[config.mk]
export PLATFORM = sky130hd
export DESIGN_NAME = iq_window_ctrl_flat
export DESIGN_NICKNAME = d
export VERILOG_FILES = /design/src/rtl/iq_window_ctrl_if.sv /design/src/rtl/iq_window_ctrl.sv /design/src/flat_wrapper.sv
export SDC_FILE = /design/constraint.sdc
export NUM_CORES = 1
export LEC_CHECK = 0
export ABC_AREA = 0
export CORE_MARGIN = 2
export CORE_UTILIZATION = 30
export CTS_CLUSTER_SIZE = 14
export DETAILED_ROUTE_END_ITERATION = 10
export SETUP_SLACK_MARGIN = 0.3
export SLEW_MARGIN = 10
export SYNTH_ARGS = -nofsm -noshare
export SYNTH_HDL_FRONTEND = slang
export SYNTH_SLANG_ARGS = --single-unit
[constraint.sdc]
create_clock -name clk -period 10.59 [get_ports clk]
set_input_delay 2.118 -clock clk [delete_from_list [all_inputs] [get_ports clk]]
set_output_delay 2.118 -clock clk [all_outputs]
set_load 0.02 [all_outputs]
[src/rtl/iq_window_ctrl_if.sv]
// Handshake and status bundle between the I/Q window sequencer
// and its environment (sample source, correlator, phase tracker).
interface iq_window_ctrl_if;
   logic       sample_valid;
   logic       start;
   logic       stop;
   logic       corr_ready;
   logic       phase_adj_valid;
   logic [1:0] phase_adj;
   logic       shift_en;
   logic [4:0] fill_cnt;
   logic       win_valid;
   logic       overrun;
   logic [1:0] state;

   modport master (
      output sample_valid, start, stop, corr_ready,
      output phase_adj_valid, phase_adj,
      input  shift_en, fill_cnt, win_valid, overrun, state
   );

   modport slave (
      input  sample_valid, start, stop, corr_ready,
      input  phase_adj_valid, phase_adj,
      output shift_en, fill_cnt, win_valid, overrun, state
   );
endinterface

[src/rtl/iq_window_ctrl.sv]
// Sample-phase sequencer: one window shift every OSR samples,
// fill tracking, correlator handshake and overrun detection.
module iq_window_ctrl #(
   parameter int OSR   = 5,
   parameter int DEPTH = 20
) (
   input logic            clk,
   input logic            reset,
   iq_window_ctrl_if.slave bus
);
   typedef enum logic [1:0] {
      IDLE = 2'b00,
      FILL = 2'b01,
      RUN  = 2'b10
   } state_t;

   state_t     state_q, state_d;
   logic [3:0] phase_q, phase_d;
   logic [4:0] fill_q, fill_d;
   logic       shift_q, shift_d;
   logic       win_q, win_d;
   logic       ovr_q, ovr_d;
   logic       pend_q, pend_d;
   logic       pend_adv_q, pend_adv_d;

   logic       req_ok, eff_req, eff_adv;
   logic       wrap, full, rise;
   logic [4:0] inc, sum;

   always_comb begin
      state_d    = state_q;
      phase_d    = phase_q;
      fill_d     = fill_q;
      shift_d    = 1'b0;
      win_d      = win_q;
      ovr_d      = ovr_q;
      pend_d     = pend_q;
      pend_adv_d = pend_adv_q;

      req_ok  = (state_q == RUN) && bus.phase_adj_valid &&
                (bus.phase_adj == 2'b01 || bus.phase_adj == 2'b10);
      eff_req = pend_q || req_ok;
      eff_adv = pend_q ? pend_adv_q : (bus.phase_adj == 2'b01);
      inc     = eff_req ? (eff_adv ? 5'd2 : 5'd0) : 5'd1;
      sum     = {1'b0, phase_q} + inc;
      wrap    = sum >= 5'(OSR);
      full    = (state_q == FILL) && (fill_q == 5'(DEPTH - 1));
      rise    = shift_q && ((state_q == RUN) || full);

      unique case (state_q)
         IDLE: begin
            if (bus.start) begin
               state_d = FILL;
               ovr_d   = 1'b0;
            end
         end
         FILL, RUN: begin
            if (bus.sample_valid) begin
               phase_d = wrap ? 4'(sum - 5'(OSR)) : sum[3:0];
               shift_d = wrap;
               pend_d  = 1'b0;
            end else if (!pend_q && req_ok) begin
               pend_d     = 1'b1;
               pend_adv_d = (bus.phase_adj == 2'b01);
            end
            if (shift_q && state_q == FILL) begin
               fill_d = fill_q + 5'd1;
               if (full) state_d = RUN;
            end
            // a fresh window landing on an unaccepted one is an overrun
            if (rise) begin
               win_d = 1'b1;
               if (win_q && !bus.corr_ready) ovr_d = 1'b1;
            end else if (win_q && bus.corr_ready) begin
               win_d = 1'b0;
            end
         end
         default: state_d = IDLE;
      endcase

      if (bus.stop) begin
         state_d    = IDLE;
         phase_d    = 4'd0;
         fill_d     = 5'd0;
         shift_d    = 1'b0;
         win_d      = 1'b0;
         pend_d     = 1'b0;
         pend_adv_d = 1'b0;
      end
   end

   always_ff @(posedge clk) begin
      if (!reset) begin
         state_q    <= IDLE;
         phase_q    <= 4'd0;
         fill_q     <= 5'd0;
         shift_q    <= 1'b0;
         win_q      <= 1'b0;
         ovr_q      <= 1'b0;
         pend_q     <= 1'b0;
         pend_adv_q <= 1'b0;
      end else begin
         state_q    <= state_d;
         phase_q    <= phase_d;
         fill_q     <= fill_d;
         shift_q    <= shift_d;
         win_q      <= win_d;
         ovr_q      <= ovr_d;
         pend_q     <= pend_d;
         pend_adv_q <= pend_adv_d;
      end
   end

   assign bus.state     = state_q;
   assign bus.fill_cnt  = fill_q;
   assign bus.shift_en  = shift_q;
   assign bus.win_valid = win_q;
   assign bus.overrun   = ovr_q;
endmodule
[src/flat_wrapper.sv]
// flat-port wrapper written by rule: the top's interface ports become plain ports
module iq_window_ctrl_flat 
#(
   parameter int OSR   = 5,
   parameter int DEPTH = 20
)
  (clk, reset, bus_sample_valid, bus_start, bus_stop, bus_corr_ready, bus_phase_adj_valid, bus_phase_adj, bus_shift_en, bus_fill_cnt, bus_win_valid, bus_overrun, bus_state);
  iq_window_ctrl_if bus_i ();
  input logic clk;
  input logic reset;
  input wire logic [$bits(bus_i.sample_valid)-1:0] bus_sample_valid;
  input wire logic [$bits(bus_i.start)-1:0] bus_start;
  input wire logic [$bits(bus_i.stop)-1:0] bus_stop;
  input wire logic [$bits(bus_i.corr_ready)-1:0] bus_corr_ready;
  input wire logic [$bits(bus_i.phase_adj_valid)-1:0] bus_phase_adj_valid;
  input wire logic [$bits(bus_i.phase_adj)-1:0] bus_phase_adj;
  output wire logic [$bits(bus_i.shift_en)-1:0] bus_shift_en;
  output wire logic [$bits(bus_i.fill_cnt)-1:0] bus_fill_cnt;
  output wire logic [$bits(bus_i.win_valid)-1:0] bus_win_valid;
  output wire logic [$bits(bus_i.overrun)-1:0] bus_overrun;
  output wire logic [$bits(bus_i.state)-1:0] bus_state;
  assign bus_i.sample_valid = bus_sample_valid;
  assign bus_i.start = bus_start;
  assign bus_i.stop = bus_stop;
  assign bus_i.corr_ready = bus_corr_ready;
  assign bus_i.phase_adj_valid = bus_phase_adj_valid;
  assign bus_i.phase_adj = bus_phase_adj;
  assign bus_shift_en = bus_i.shift_en;
  assign bus_fill_cnt = bus_i.fill_cnt;
  assign bus_win_valid = bus_i.win_valid;
  assign bus_overrun = bus_i.overrun;
  assign bus_state = bus_i.state;
  iq_window_ctrl #(.OSR(OSR), .DEPTH(DEPTH)) u_core (.clk(clk), .reset(reset), .bus(bus_i));
endmodule
==> flow_summary.html, run 1 <==
<table>
<tr><th>Metric</th><th>Value</th></tr>
<tr><th colspan="2">STA</th></tr>
<tr><td>Final setup margin</td><td>5320 ps</td></tr>
<tr><td>Final number of setup-violating endpoints</td><td>0</td></tr>
<tr><td>Achievable Freq</td><td>190 MHz</td></tr>
<tr><td>Total count of hold-check failures in the final report</td><td>0</td></tr>
<tr><td>Remaining max-slew budget at the tightest pin</td><td>0.571</td></tr>
<tr><td>Final worst path period share</td><td>0.498</td></tr>
<tr><td>Transition time of the tightest slew-check pin</td><td>644 ps</td></tr>
<tr><td>Sum of negative setup slack</td><td>0 ps</td></tr>
<tr><td>Maximum clock skew at final layout</td><td>1.14 ps</td></tr>
<tr><td>Minimum clock period</td><td>5270 ps</td></tr>
<tr><td>Max-slew violation count</td><td>0</td></tr>
<tr><td>Unrepaired setup endpoints after global routing</td><td>false</td></tr>
<tr><th colspan="2">CTS</th></tr>
<tr><td>Clock transition at the registers of the reported paths</td><td>90 ps</td></tr>
<tr><td>Clock latency at the later pin of the worst-skew pair</td><td>290 ps</td></tr>
<tr><td>CTS H-tree lvls</td><td>1</td></tr>
<tr><td>TritonCTS Buffers</td><td>3</td></tr>
<tr><td>Cts repair resizes</td><td>0</td></tr>
<tr><td>CTS tree</td><td>done</td></tr>
<tr><td>Clk root buf</td><td>clkbuf_4</td></tr>
<tr><td>Count of buffers added by post-CTS timing repair for setup</td><td>0</td></tr>
<tr><td>Hold_buf cts</td><td>0</td></tr>
<tr><td>Largest buffer count on any clock path</td><td>2</td></tr>
<tr><td>TritonCTS Sinks</td><td>16</td></tr>
<tr><th colspan="2">Setup path</th></tr>
<tr><td>Category of the worst setup path capture point</td><td>flop</td></tr>
<tr><td>Largest driver fanout on the critical path</td><td>5</td></tr>
<tr><td>Crit path arrival time</td><td>5480 ps</td></tr>
<tr><td>Worst-case reg-to-reg path depth</td><td>14</td></tr>
<tr><td>Class of the most critical setup path</td><td>input port to flop</td></tr>
<tr><td>Startpoint class of the critical path</td><td>input port</td></tr>
<tr><td>Required time of the critical path</td><td>10790 ps</td></tr>
<tr><th colspan="2">Final layout</th></tr>
<tr><td>Fillers</td><td>340</td></tr>
<tr><td>Count of nets after finishing</td><td>163</td></tr>
<tr><td>Layout cells sized above 1</td><td>0.0839</td></tr>
<tr><td>Post-route design area</td><td>0.00131 mm2</td></tr>
<tr><td>Diodes inserted</td><td>0</td></tr>
<tr><td>Layout-stage area growth over the synthesis result</td><td>22.2%</td></tr>
<tr><td>Area of all sequential standard cells</td><td>320 um2</td></tr>
<tr><td>Multi-input gate area in the final layout</td><td>684 um2</td></tr>
<tr><td>Post-route non-filler standard cell count</td><td>189</td></tr>
<tr><th colspan="2">Place</th></tr>
<tr><td>GPL Wtd Cong</td><td>0.864</td></tr>
<tr><td>Placed wire-length estimate</td><td>1.66 mm</td></tr>
<tr><td>Placed instance count</td><td>185</td></tr>
<tr><td>Placement-stage worst setup slack</td><td>4990 ps</td></tr>
<tr><td>Port buffer count</td><td>18</td></tr>
<tr><td>Standard cell area after detailed placement</td><td>0.00127 mm2</td></tr>
<tr><th colspan="2">Synthesis</th></tr>
<tr><td>Top FF cell, synth</td><td>dfxtp_1</td></tr>
<tr><td>Library cell occupying the most area in the post-synthesis netlist</td><td>dfxtp_1</td></tr>
<tr><td>Post-synth EDFFs</td><td>0</td></tr>
<tr><td>Synthesized netlist net count</td><td>147</td></tr>
<tr><td>Syn Inst Count</td><td>128</td></tr>
<tr><td>Sequential cell area fraction in the yosys report</td><td>0.299</td></tr>
<tr><td>Share of flip-flops with an asynchronous set or reset</td><td>0</td></tr>
<tr><td>Synthesis Warnings</td><td>0</td></tr>
<tr><td>Count of state elements after synthesis</td><td>16</td></tr>
<tr><td>Synth Area per Inst</td><td>8.37 um2</td></tr>
<tr><td>Count of distinct cell types in the synthesized netlist</td><td>40</td></tr>
<tr><td>Proportion of netlist area held by the largest area contributor</td><td>0.299</td></tr>
<tr><td>Cell area after synthesis</td><td>0.00107 mm2</td></tr>
<tr><td>Main area contributors after synthesis</td><td>dfxtp_1 (30%), ha_1 (11%), nor2_1 (7.0%)</td></tr>
<tr><th colspan="2">Routing</th></tr>
<tr><td>DRC viols</td><td>0</td></tr>
<tr><td>Via/cell ratio</td><td>4.74</td></tr>
<tr><td>Vias after detailed routing</td><td>895</td></tr>
<tr><td>Routed length per placed instance</td><td>11.1 um</td></tr>
<tr><td>DRC violation total after the first TritonRoute iteration</td><td>41</td></tr>
<tr><td>Antenna Violating Nets Remaining</td><td>0</td></tr>
<tr><td>Post-detailed-routing wire length</td><td>2.11 mm</td></tr>
<tr><td>First-pass iteration count of the detailed router</td><td>4</td></tr>
<tr><th colspan="2">Hold path</th></tr>
<tr><td>Number of stages on the worst hold path</td><td>2</td></tr>
<tr><td>Hold Crit Class</td><td>flop to flop</td></tr>
<tr><th colspan="2">Global route</th></tr>
<tr><td>Pin count of the biggest net entering global routing</td><td>17</td></tr>
<tr><td>Total routing usage reported by global routing</td><td>0.112</td></tr>
<tr><td>Grt ovf</td><td>0</td></tr>
<tr><td>Global-route wire length before repair</td><td>3.70 mm</td></tr>
<tr><td>Via count of the first global-routing pass</td><td>823</td></tr>
<tr><td>Antenna violations before repair</td><td>0</td></tr>
<tr><th colspan="2">Run</th></tr>
<tr><td>Max-capacitance violation count</td><td>0</td></tr>
<tr><th colspan="2">Floorplanning</th></tr>
<tr><td>Die outline height</td><td>63.8 um</td></tr>
<tr><td>Number of primary I/O pins</td><td>19</td></tr>
<tr><td>Die area</td><td>0.00406 mm2</td></tr>
<tr><td>Area inside the core boundary</td><td>0.00339 mm2</td></tr>
<tr><td>Standard-cell rows</td><td>21</td></tr>
<tr><td>Horizontal die dimension</td><td>63.8 um</td></tr>
<tr><td>Initial cell density of the core</td><td>0.316</td></tr>
<tr><th colspan="2">Power and ir drop</th></tr>
<tr><td>PnR Total Power</td><td>114 uW</td></tr>
<tr><td>Power per standard cell area</td><td>87.0 mW/mm2</td></tr>
<tr><td>Largest voltage drop on the vdd net</td><td>0.0000559 V</td></tr>
<tr><td>Pleak</td><td>0.456 nW</td></tr>
<tr><th colspan="2">Outcome</th></tr>
<tr><td>Status</td><td>complete, no violations</td></tr>
</table>
## cells by family (layout without fill, tap and decap cells)
logic type	after synthesis	in the layout	share of synthesized area
XOR/XNOR	6	6	0.0491
adder cells (fa/ha/maj)	10	10	0.124
multiplexers	5	5	0.0467
AO/OA/AOI/OAI	24	24	0.165
AND/OR/NAND/NOR	52	52	0.255
flip-flops	16	16	0.299
buffers and inverters	15	30	0.0619
## cell type report
type | instances | share of cell area
clock buffers | 4 | 0.0277
inverters | 8 | 0.0229
multi-input cells | 97 | 0.523
flip-flops and latches | 16 | 0.245
well taps | 46 | 0.0440
repair buffers | 18 | 0.138
## power breakdown
part / internal [mW] / switching, mW
sequential: 0.0605 / 0.000366
combinational: 0.00593 / 0.00626
clock: 0.0210 / 0.0199
total: 0.0874 / 0.0265
## flip-flops by register name, summed over array words and instances, names as in the netlist
name,flops
u_core.bus.overrun,1
u_core.bus.win_valid,1
u_core.bus.shift_en,1
u_core.pend_q,1
u_core.phase_q,4
u_core.pend_adv_q,1
u_core.bus.state,2
u_core.bus.fill_cnt,5
## through the flow
step	utilization	hold WS (ps)
after floorplan	-	460
after global placement	0.375	473
after detailed placement	0.375	496
after CTS	0.386	518
after global routing	0.386	556
final	0.386	510
## placed cells by master, fill, tap and decap left out, types with 2 or more instances in the layout
cell type	synthesis	layout
nand4_1	3	3
nand2_1	12	12
o211ai_1	3	3
a211oi_1	3	3
xnor2_1	3	3
inv_1	7	7
mux2i_1	5	5
clkdlybuf4s50_1	0	18
nor2_1	20	20
clkbuf_4	0	3
a21oi_1	6	6
a41oi_1	2	2
nor3_1	3	3
ha_1	9	9
o21ai_0	2	2
nor2b_1	2	2
nand2b_1	3	3
dfxtp_1	16	16
xor2_1	3	3
## cells in the mapped netlist, types with 2 or more instances
library cell and number:
a41oi_1 2, buf_4 2, dfxtp_1 16, nor2b_1 2
xor2_1 3, xnor2_1 3, a211oi_1 3, ha_1 9
nand2_1 12, o211ai_1 3, nor2_1 20, nand2b_1 3
nor3_1 3, mux2i_1 5, nand4_1 3, o21ai_0 2
clkbuf_1 3, inv_1 7, a21oi_1 6
## path summary, 6_finish.rpt
path / startpoint / end / slack, ps
worst min-delay path: u_core.pend_adv_q / u_core.pend_adv_q / 510
worst min register to register: u_core.pend_adv_q / u_core.pend_adv_q / 510
worst max-delay path: bus_phase_adj[1] / u_core.phase_q[0] / 5320
worst max register to register: u_core.bus.state[0] / u_core.phase_q[0] / 7260
## critical path, stage by stage
cell             delay [ps]
clkdlybuf4s50_1         450
inv_1                    40
ha_1                    260
nor2_1                  200
nor2_1                   70
ha_1                    250
fa_1                    610
inv_1                    90
ha_1                    230
or3_4                   430
nor4_4                  270
nor3_2                  100
xnor2_1                 130
a211oi_1                230
## per-layer routing
metal | wire (um) | up-vias | GRT usage | share of wire
li1 | - | 473 | - | -
met1 | 1070 | 406 | 0.157 | 0.51
met2 | 959 | 14 | 0.174 | 0.46
met3 | 66 | 2 | 0.0264 | 0.031
met4 | 9 | 0 | 0.0245 | 0.0043
met5 | 0 | - | 0 | 0
Power figures use the tool's default switching activity.
==> run 2: changes to the inputs <==
==> constraint.sdc (replaced) <==
create_clock -name clk -period 5.35 [get_ports clk]
set_input_delay 1.07 -clock clk [delete_from_list [all_inputs] [get_ports clk]]
set_output_delay 1.07 -clock clk [all_outputs]
set_load 0.02 [all_outputs]
==> results of run 2 <==
The final DEF is identical to that of run 1. Status: complete, no violations.
Among the figures that moved: setup slack after placement 4990 ps -> 796 ps; setup slack after layout 5320 ps -> 1130 ps; register-to-register setup slack 7260 ps -> 2020 ps; total power 0.114 mW -> 0.225 mW; worst IR drop on VDD 0.0000559 V -> 0.000111 V
==> run 3: changes to the inputs <==
==> constraint.sdc (replaced) <==
create_clock -name clk -period 3.5 [get_ports clk]
set_input_delay 0.7 -clock clk [delete_from_list [all_inputs] [get_ports clk]]
set_output_delay 0.7 -clock clk [all_outputs]
set_load 0.02 [all_outputs]
==> flow_summary.html, run 3 (synthesis gave the netlist of run 1 again) <==
<table>
<tr><th>Metric</th><th>Value</th></tr>
<tr><th colspan="2">Outcome</th></tr>
<tr><td>Status</td><td>complete, no violations</td></tr>
<tr><th colspan="2">Hold path</th></tr>
<tr><td>Hold Crit Class</td><td>flop to flop</td></tr>
<tr><th colspan="2">STA</th></tr>
<tr><td>Minimum clock period</td><td>3050 ps</td></tr>
<tr><td>Final worst path period share</td><td>0.870</td></tr>
<tr><td>Final number of setup-violating endpoints</td><td>0</td></tr>
<tr><td>Max-slew violation count</td><td>0</td></tr>
<tr><td>Total count of hold-check failures in the final report</td><td>0</td></tr>
<tr><td>Sum of negative setup slack</td><td>0 ps</td></tr>
<tr><td>Final setup margin</td><td>454 ps</td></tr>
<tr><td>Unrepaired setup endpoints after global routing</td><td>false</td></tr>
<tr><td>Maximum clock skew at final layout</td><td>5.78 ps</td></tr>
<tr><td>Achievable Freq</td><td>328 MHz</td></tr>
<tr><td>Transition time of the tightest slew-check pin</td><td>615 ps</td></tr>
<tr><td>Remaining max-slew budget at the tightest pin</td><td>0.590</td></tr>
<tr><th colspan="2">Routing</th></tr>
<tr><td>Post-detailed-routing wire length</td><td>2.33 mm</td></tr>
<tr><td>First-pass iteration count of the detailed router</td><td>4</td></tr>
<tr><td>Routed length per placed instance</td><td>11.9 um</td></tr>
<tr><td>Via/cell ratio</td><td>4.92</td></tr>
<tr><td>DRC violation total after the first TritonRoute iteration</td><td>14</td></tr>
<tr><td>DRC viols</td><td>0</td></tr>
<tr><td>Antenna Violating Nets Remaining</td><td>0</td></tr>
<tr><td>Vias after detailed routing</td><td>960</td></tr>
<tr><th colspan="2">Place</th></tr>
<tr><td>Placement-stage worst setup slack</td><td>-214 ps</td></tr>
<tr><td>Placed wire-length estimate</td><td>1.88 mm</td></tr>
<tr><td>Standard cell area after detailed placement</td><td>0.00134 mm2</td></tr>
<tr><td>GPL Wtd Cong</td><td>0.748</td></tr>
<tr><td>Port buffer count</td><td>18</td></tr>
<tr><td>Placed instance count</td><td>191</td></tr>
<tr><th colspan="2">Setup path</th></tr>
<tr><td>Family of cells with the greatest summed delay on the critical path</td><td>adder cells</td></tr>
<tr><td>Crit path max-delay cell type</td><td>fa_1</td></tr>
<tr><td>Class of the most critical setup path</td><td>input port to flop</td></tr>
<tr><td>Critical path cell sequence</td><td>clkdlybuf4s15_1 &gt; ha_4 &gt; nor2_4 &gt; nor2_2 &gt; ha_2 &gt; fa_1 &gt; inv_2 &gt; ha_4 &gt; or3_4 &gt; a211oi_2 &gt; nor3_2 &gt; xnor2_1 &gt; a211oi_1</td></tr>
<tr><td>Category of the worst setup path capture point</td><td>flop</td></tr>
<tr><td>Startpoint class of the critical path</td><td>input port</td></tr>
<tr><td>Required time of the critical path</td><td>3690 ps</td></tr>
<tr><td>Most repeated library cell on the critical path</td><td>ha_4</td></tr>
<tr><td>Largest driver fanout on the critical path</td><td>4</td></tr>
<tr><td>Crit path arrival time</td><td>3240 ps</td></tr>
<tr><td>Slowest cell delay on critical path</td><td>510 ps</td></tr>
<tr><td>Number of buffers and inverters on the critical path</td><td>2</td></tr>
<tr><th colspan="2">Final layout</th></tr>
<tr><td>Layout cells sized above 1</td><td>0.195</td></tr>
<tr><td>Most common library cell in the layout ignoring fill and taps</td><td>nor2_1</td></tr>
<tr><td>Top library cells by usage in the layout, fill and taps aside</td><td>nor2_1 (18), dfxtp_1 (16), clkdlybuf4s50_1 (15)</td></tr>
<tr><td>Post-route design area</td><td>0.00140 mm2</td></tr>
<tr><td>Diodes inserted</td><td>0</td></tr>
<tr><td>Post-route non-filler standard cell count</td><td>195</td></tr>
<tr><td>Fillers</td><td>340</td></tr>
<tr><td>Share of the core filled with cells</td><td>0.412</td></tr>
<tr><td>Layout-stage area growth over the synthesis result</td><td>30.4%</td></tr>
<tr><td>Count of nets after finishing</td><td>169</td></tr>
<tr><td>Largest register FFs</td><td>5</td></tr>
<tr><th colspan="2">Floorplanning</th></tr>
<tr><td>Area inside the core boundary</td><td>0.00339 mm2</td></tr>
<tr><td>Die outline height</td><td>63.8 um</td></tr>
<tr><td>Initial cell density of the core</td><td>0.316</td></tr>
<tr><td>Die area</td><td>0.00406 mm2</td></tr>
<tr><td>Number of primary I/O pins</td><td>19</td></tr>
<tr><td>Standard-cell rows</td><td>21</td></tr>
<tr><td>Horizontal die dimension</td><td>63.8 um</td></tr>
<tr><th colspan="2">CTS</th></tr>
<tr><td>CTS tree</td><td>done</td></tr>
<tr><td>Count of buffers added by post-CTS timing repair for setup</td><td>0</td></tr>
<tr><td>Hold_buf cts</td><td>0</td></tr>
<tr><td>CTS H-tree lvls</td><td>1</td></tr>
<tr><td>Clk root buf</td><td>clkbuf_4</td></tr>
<tr><td>TritonCTS Buffers</td><td>3</td></tr>
<tr><td>Largest buffer count on any clock path</td><td>2</td></tr>
<tr><td>Clock transition at the registers of the reported paths</td><td>80 ps</td></tr>
<tr><td>Clock latency at the later pin of the worst-skew pair</td><td>280 ps</td></tr>
<tr><td>TritonCTS Sinks</td><td>16</td></tr>
<tr><th colspan="2">Global route</th></tr>
<tr><td>Total routing usage reported by global routing</td><td>0.130</td></tr>
<tr><td>Pin count of the biggest net entering global routing</td><td>17</td></tr>
<tr><td>Antenna violations before repair</td><td>0</td></tr>
<tr><td>Grt ovf</td><td>0</td></tr>
<tr><td>Via count of the first global-routing pass</td><td>960</td></tr>
<tr><td>Global-route wire length before repair</td><td>4.28 mm</td></tr>
<tr><th colspan="2">Run</th></tr>
<tr><td>Max-capacitance violation count</td><td>0</td></tr>
<tr><th colspan="2">Power and ir drop</th></tr>
<tr><td>Largest voltage drop on the vdd net</td><td>0.000165 V</td></tr>
<tr><td>Power per standard cell area</td><td>246 mW/mm2</td></tr>
<tr><td>Pleak</td><td>0.494 nW</td></tr>
</table>
-- run 3: cell types whose count changed in the layout (fill, tap and decap cells not counted), sizes merged --
cell / change
dlygate4sd2: +1
clkdlybuf4s50: -3
clkdlybuf4s15: +1
buf: +6
clkbuf: +1
-- run 3: final cells by class --
class	count	area, um2	area share
multi-input combinational	97	733	0.525
sequential	16	320	0.229
timing repair buffer	24	219	0.157
tap	46	57.6	0.0412
clock buffer	4	36.3	0.0260
inverter	8	30.0	0.0215
-- run 3: metrics by stage --
stage	total power [mW]	hold slack, ps
2_1_floorplan	0.212	460
3_3_place_gp	0.228	479
3_5_place_dp	0.230	492
4_1_cts	0.351	515
5_1_grt	0.367	560
6_report	0.343	511
-- run 3: path summary, 6_finish.rpt --
check                      startpoint                 to  slack [ps]  cells past startpoint
setup reg to reg  u_core.bus.state[0]  u_core.phase_q[0]         540                     14
hold reg to reg     u_core.pend_adv_q  u_core.pend_adv_q         510                      2
setup / recovery     bus_phase_adj[0]  u_core.phase_q[0]         450                     13
hold / removal      u_core.pend_adv_q  u_core.pend_adv_q         510                      2
-- run 3: per-layer routing --
metal,up-vias,track usage,part of all wire
li1,493,-,-
met5,-,0,0
met3,2,0.0229,0.034
met2,13,0.230,0.52
met4,0,0.0571,0.0090
met1,452,0.153,0.43
-- run 3: timing repair --
item | 4_1_cts | 5_1_grt
hold endpoints to repair | 0 | 0
gates resized for setup | 8 | 4
pin swaps | 10 | 9
setup endpoints to repair | 4 | 3
-- run 3: power by group --
group	total (mW)	switching (mW)	internal, mW
Sequential	0.184	0.00110	0.183
Combinational	0.0414	0.0212	0.0202
Clock	0.118	0.0547	0.0633
Total	0.343	0.0769	0.267
-- run 3: worst register-to-register path, delay by kind of cell (launching register included) --
kind                     cells  cell delay [ps]
buffers and inverters        2              150
XOR/XNOR                     1              130
AND/OR/NAND/NOR              5              770
flip-flops                   1              350
adder cells (fa/ha/maj)      4             1060
AO/OA/AOI/OAI                2              400
